File: src/rtl/btn_rx.sv
// rtl/btn_rx.sv - push-button receiver: synchronizer, debounce FSM, press/release/long-press pulses, press counter
module btn_rx #(
    parameter int unsigned DEBOUNCE_CYC = 1000000,
    parameter int unsigned LONG_CYC     = 100000000,
    parameter bit          ACTIVE_LOW   = 1'b0
) (
    input  logic       sys_clk,
    input  logic       sys_rst,
    input  logic       btn_raw,
    output logic       btn_level,
    output logic       press_p,
    output logic       release_p,
    output logic       long_p,
    output logic [7:0] press_cnt
);

    localparam logic [23:0] LP_DB_M1   = 24'(DEBOUNCE_CYC - 1);
    localparam logic [31:0] LP_LONG    = 32'(LONG_CYC);
    localparam logic [31:0] LP_LONG_M1 = 32'(LONG_CYC - 1);

    typedef enum logic [1:0] {
        ST_IDLE,
        ST_PRESS_DB,
        ST_HELD,
        ST_REL_DB
    } state_t;

    state_t      r_state;
    state_t      w_next;
    logic        r_sync1;
    logic        r_sync2;
    logic        w_raw;
    logic        w_s;
    logic [23:0] r_db_cnt;
    logic [31:0] r_hold_cnt;
    logic        r_long_done;
    logic        r_btn_level;
    logic        r_press_p;
    logic        r_release_p;
    logic        r_long_p;
    logic [7:0]  r_press_cnt;

    logic        w_press;
    logic        w_release;
    logic        w_long;
    logic        w_db_clr;
    logic        w_db_inc;
    logic        w_hold_inc;

    assign w_raw = btn_raw ^ ACTIVE_LOW;
    assign w_s   = r_sync2;

    always_ff @(posedge sys_clk) begin
        if (sys_rst) begin
            r_sync1 <= 1'b0;
            r_sync2 <= 1'b0;
            r_state <= ST_IDLE;
        end else begin
            r_sync1 <= w_raw;
            r_sync2 <= r_sync1;
            r_state <= w_next;
        end
    end

    always_comb begin
        w_next     = r_state;
        w_press    = 1'b0;
        w_release  = 1'b0;
        w_long     = 1'b0;
        w_db_clr   = 1'b0;
        w_db_inc   = 1'b0;
        w_hold_inc = 1'b0;
        case (r_state)
            ST_IDLE: begin
                if (w_s) begin
                    w_next   = ST_PRESS_DB;
                    w_db_clr = 1'b1;
                end
            end
            ST_PRESS_DB: begin
                if (!w_s) begin
                    w_next = ST_IDLE;
                end else if (r_db_cnt == LP_DB_M1) begin
                    w_next  = ST_HELD;
                    w_press = 1'b1;
                end else begin
                    w_db_inc = 1'b1;
                end
            end
            ST_HELD: begin
                // long_p only fires while staying in HELD, so it never lands in a REL_DB cycle
                if (!w_s) begin
                    w_next   = ST_REL_DB;
                    w_db_clr = 1'b1;
                end else begin
                    w_hold_inc = (r_hold_cnt != LP_LONG);
                    w_long     = (r_hold_cnt == LP_LONG_M1) && !r_long_done;
                end
            end
            ST_REL_DB: begin
                if (w_s) begin
                    w_next = ST_HELD;
                end else if (r_db_cnt == LP_DB_M1) begin
                    w_next    = ST_IDLE;
                    w_release = 1'b1;
                end else begin
                    w_db_inc = 1'b1;
                end
            end
            default: w_next = ST_IDLE;
        endcase
    end

    always_ff @(posedge sys_clk) begin
        if (sys_rst) begin
            r_db_cnt    <= '0;
            r_hold_cnt  <= '0;
            r_long_done <= 1'b0;
            r_btn_level <= 1'b0;
            r_press_p   <= 1'b0;
            r_release_p <= 1'b0;
            r_long_p    <= 1'b0;
            r_press_cnt <= '0;
        end else begin
            r_press_p   <= w_press;
            r_release_p <= w_release;
            r_long_p    <= w_long;
            if (w_db_clr) begin
                r_db_cnt <= '0;
            end else if (w_db_inc) begin
                r_db_cnt <= r_db_cnt + 24'd1;
            end
            if (w_press) begin
                r_hold_cnt <= '0;
            end else if (w_hold_inc) begin
                r_hold_cnt <= r_hold_cnt + 32'd1;
            end
            if (w_press) begin
                r_long_done <= 1'b0;
            end else if (w_long) begin
                r_long_done <= 1'b1;
            end
            if (w_press) begin
                r_btn_level <= 1'b1;
                r_press_cnt <= r_press_cnt + 8'd1;
            end else if (w_release) begin
                r_btn_level <= 1'b0;
            end
        end
    end

    assign btn_level = r_btn_level;
    assign press_p   = r_press_p;
    assign release_p = r_release_p;
    assign long_p    = r_long_p;
    assign press_cnt = r_press_cnt;

endmodule

File: config.mk
export PLATFORM = sky130hd
export DESIGN_NAME = btn_rx
export DESIGN_NICKNAME = d
export VERILOG_FILES = /design/src/rtl/btn_rx.sv
export SDC_FILE = /design/constraint.sdc
export NUM_CORES = 1
export LEC_CHECK = 0
export BUFFER_PORTS_ARGS = -buffer_cell sky130_fd_sc_hd__buf_4
export CORE_AREA = 2 2 94 96
export DETAILED_ROUTE_END_ITERATION = 8
export DIE_AREA = 0 0 96 98
export GPL_ROUTABILITY_DRIVEN = 1
export PLACE_DENSITY = 0.62
export SLEW_MARGIN = 10
export SYNTH_ARGS = -nofsm -noshare
export SYNTH_HDL_FRONTEND = slang
export SYNTH_SLANG_ARGS = --single-unit
File: constraint.sdc
create_clock -name sys_clk -period 5.9 [get_ports sys_clk]
set_clock_uncertainty 0.1 [all_clocks]
set_input_delay 0.295 -clock sys_clk [delete_from_list [all_inputs] [get_ports sys_clk]]
set_output_delay 0.295 -clock sys_clk [all_outputs]
set_load 0.01 [all_outputs]
==> summary.md <==
* **sum of negative setup slack** 0 ps
* **total track usage** 16.8%
* **clock tree from TritonCTS** built
* **Total Die Area** 9410 µm²
* **async set-or-reset flop fraction in the synthesized netlist** 0%
* **sum of net half-perimeters after detailed placement** 5230 µm
* **post-synthesis instance total** 420
* **number of library cell types mapped by synthesis** 55
* **share of the yosys chip area belonging to registers** 39.4%
* **final-report hold violation count** 0
* **clock slew at the register clock pins of the worst setup and hold paths** 80 ps
* **number of enable flip-flop cells after synthesis** 0
* **highest layer used for signal routing** met4
* **Cell Pwr Density** 217 nW/µm²
* **count of input and output buffers** 14
* **Post-CTS Setup Bufs** 0
* **critical path start-end classification** register to register
* **Mapped Nets** 427
* **Root Driver** clkbuf_8
* **primary flip-flop cell chosen by synthesis mapping** dfxtp_1
* **kind of start point of the critical path** register
* **largest voltage drop on the vdd net** 0.161 mV
* **total clock buffers created by CTS** 9
* **WL/cell** 13.8 µm
* **worst setup path startpoint** r_db_cnt[6]$_SDFFE_PP0P_
* **Std-Cell Rows** 34
* **total global routing overflow** 0
* **RePlAce Congestion** 0.864
* **via count of the first global-routing pass** 2,789
* **endpoint of the worst register-to-register path** r_hold_cnt[20]$_SDFFE_PP0P_
* **WL met3** 160 µm
* **highest clock frequency the design can meet** 363 MHz
* **final cell count without fillers** 543
* **run status** finished clean
* **antenna violations before repair** 0
* **Resize count post-CTS** 0
* **Critical Path End Type** register
* **pin count of the biggest net entering global routing** 34
* **Post-Place Cells** 527
* **setup violation total in the final timing report** 0
* **Worst Reg2Reg Path Length in Cells** 5
* **relative slew slack** 22.3%
* **drt first pass iters** 4
* **final-report max-slew violation count** 0
* **final core utilization** 47.5%
* **slack of the worst reg-to-reg path** 3140 ps
* **LEAKAGE** 1.42 nW
* **post-route clock period utilization** 46.7%
* **number of H-tree levels** 3
* **RSZ-0062 raised after global routing** no
* **endpoint of the most critical setup path** r_hold_cnt[20]$_SDFFE_PP0P_
* **total number of clock tree sinks** 73
* **worst skew pair latency** 340 ps
* **Critical R2R Launch** r_db_cnt[6]$_SDFFE_PP0P_
* **total of max-cap violations** 0
* **die boundary height** 98 µm
* **time the worst path needs with I/O delays and setup** 2760 ps
* **Layout Area Growth over Synthesis** 8.50%
* **Tot Pwr** 0.873 mW
* **remaining routing DRC violations** 0
* **count of synthesis-stage warnings from yosys** 0
* **starting density of the core** 43.8%
* **transition at the pin with the smallest max-transition slack** 1160 ps
* **met1 wire length** 3750 µm
* **number of buffers added to fix hold violations after cts** 0
* **proportion of layout cells with a drive suffix above 1** 12.9%
* **Arrival @ worst endpoint** 2840 ps
* **I/O pin cnt** 15
* **1st-iter DRT viols** 115
* **Diodes inserted** 0
* **routed wire length** 7510 µm
* **CP Data Required Time** 5980 ps
* **largest driver fanout on the critical path** 33
* **number of nets in the layout** 437
* **post-synthesis instance area** 3710 µm²
* **synthesized area per cell** 8.83 µm²
* **vias after detailed routing** 3,084
* **ANT nets after route** 0
* **first-pass GRT wire length** 12,800 µm
* **post-synthesis sequential element count** 73
* **via count normalized by instance count** 5.68
* **number of buffers between clock root and the deepest sink** 2
* **Horiz. Die Dim** 96 µm
* **worst hold margin** 57.4 ps
* **total core area** 8470 µm²
* **met2 WL post-DR** 3510 µm
* **Hold/Removal Path Class** input port to register
==> metrics by stage <==
| stage | worst slack [ps] | area, µm² |
|---|---|---|
| after floorplan | 3920 | 3710 |
| after global placement | 3110 | 3840 |
| after detailed placement | 3090 | 3840 |
| after CTS | 3070 | 4030 |
| after global routing | 2850 | 4030 |
| final | 3140 | 4030 |
==> worst max-delay path, stage by stage, from the launching register on <==
cell and delay, ps:
dfxtp_1 420, nor4_4 330, and3_1 290, and4_1 400
or2_1 930, nor2_1 110
==> cell usage after synthesis (3+ instances only) <==
cell type  count  area, µm²
a21oi_1       21        105
a31o_2         3       26.3
and3_1        10       62.6
and4_1         8       70.1
buf_4          5       37.5
buf_6          5       56.3
clkbuf_1       4       15.0
dfxtp_1       73       1460
ha_1           4       50.1
inv_1         12       45.0
mux2_1         5       56.3
mux2i_1        6       60.1
nand2_1       28        105
nand3_1       24        120
nand4_1       21        131
nor2_1        49        184
nor2_2         3       18.8
nor2b_1        7       43.8
nor3_1        12       60.1
nor4_1        11       68.8
nor4b_1        3       26.3
nor4bb_1       3       30.0
o21ai_0        9       45.0
o31ai_1        8       60.1
or3_1          7       43.8
or4_1          9       67.6
xnor2_1       17        149
xor2_1        17        149
==> report_power, final <==
group | switching [mW] | internal, mW | leakage [nW] | total (mW)
clock network | 0.195 | 0.165 | 0.0887 | 0.359
registers | 0.00145 | 0.494 | 0.588 | 0.495
logic | 0.0136 | 0.00483 | 0.746 | 0.0185
==> cell families (layout without fill, tap and decap cells) <==
group | count (synthesis) | in the layout | synth area share, %
multiplexers | 11 | 11 | 3.14
buffers and inverters | 28 | 43 | 4.42
adder cells (fa/ha/maj) | 4 | 4 | 1.35
XOR/XNOR | 34 | 34 | 8.03
AO/OA/AOI/OAI | 52 | 52 | 9.17
flip-flops | 73 | 73 | 39.4
AND/OR/NAND/NOR | 218 | 218 | 34.5
==> metal layers <==
| metal | up-vias | GRT usage, % |
|---|---|---|
| met5 | - | 0 |
| li1 | 1567 | - |
| met1 | 1484 | 22.8 |
| met2 | 25 | 27.1 |
| met4 | 0 | 4.95 |
| met3 | 8 | 3.09 |
==> cell usage in the layout, fill, tap and decap left out, types with 3 or more instances in the layout <==
cell / netlist / routed
dfxtp_1: 73 / 73
nor4b_1: 3 / 3
nand2_1: 28 / 28
nor3_1: 12 / 12
o21ai_0: 9 / 9
mux2i_1: 6 / 6
nor4_1: 11 / 10
xor2_1: 17 / 17
inv_1: 12 / 12
buf_4: 5 / 15
a31o_2: 3 / 3
nand3_1: 24 / 24
o31ai_1: 8 / 8
nor2_2: 3 / 3
mux2_1: 5 / 5
and3_1: 10 / 10
or4_1: 9 / 9
and4_1: 8 / 8
nor2_1: 49 / 49
nor4bb_1: 3 / 3
a21oi_1: 21 / 21
xnor2_1: 17 / 17
nand4_1: 21 / 21
clkbuf_8: 0 / 10
or3_1: 7 / 7
nor2b_1: 7 / 7
ha_1: 4 / 4
==> cell type report <==
| cell class | count | area (µm²) |
|---|---|---|
| flip-flops and latches | 73 | 1460 |
| repair buffers | 15 | 113 |
| well taps | 108 | 135 |
| multi-input cells | 319 | 2090 |
| inverters | 12 | 45.0 |
| clock inverters | 6 | 42.5 |
| clock buffers | 10 | 138 |
| fillers | 845 | 4440 |
==> how the worst min path moves through the flow <==
stage	startpoint	end	slack [ps]	depth (start not counted)
finish	btn_raw	r_sync1$_SDFF_PP0_	60	2
global route	btn_raw	r_sync1$_SDFF_PP0_	40	2
CTS	btn_raw	r_sync1$_SDFF_PP0_	40	2
detailed placement	r_sync1$_SDFF_PP0_	r_sync2$_SDFF_PP0_	340	1
global placement	r_long_done$_SDFFE_PP0P_	r_long_done$_SDFFE_PP0P_	330	2
floorplan	r_sync1$_SDFF_PP0_	r_sync2$_SDFF_PP0_	310	1
==> state kept, by name, summed over array words and instances (netlist names), named ones only <==
name,flops
btn_level,1
long_p,1
press_cnt,8
press_p,1
r_db_cnt,24
r_hold_cnt,32
r_long_done,1
r_state,1
r_sync1,1
r_sync2,1
release_p,1
Power figures use the tool's default switching activity.
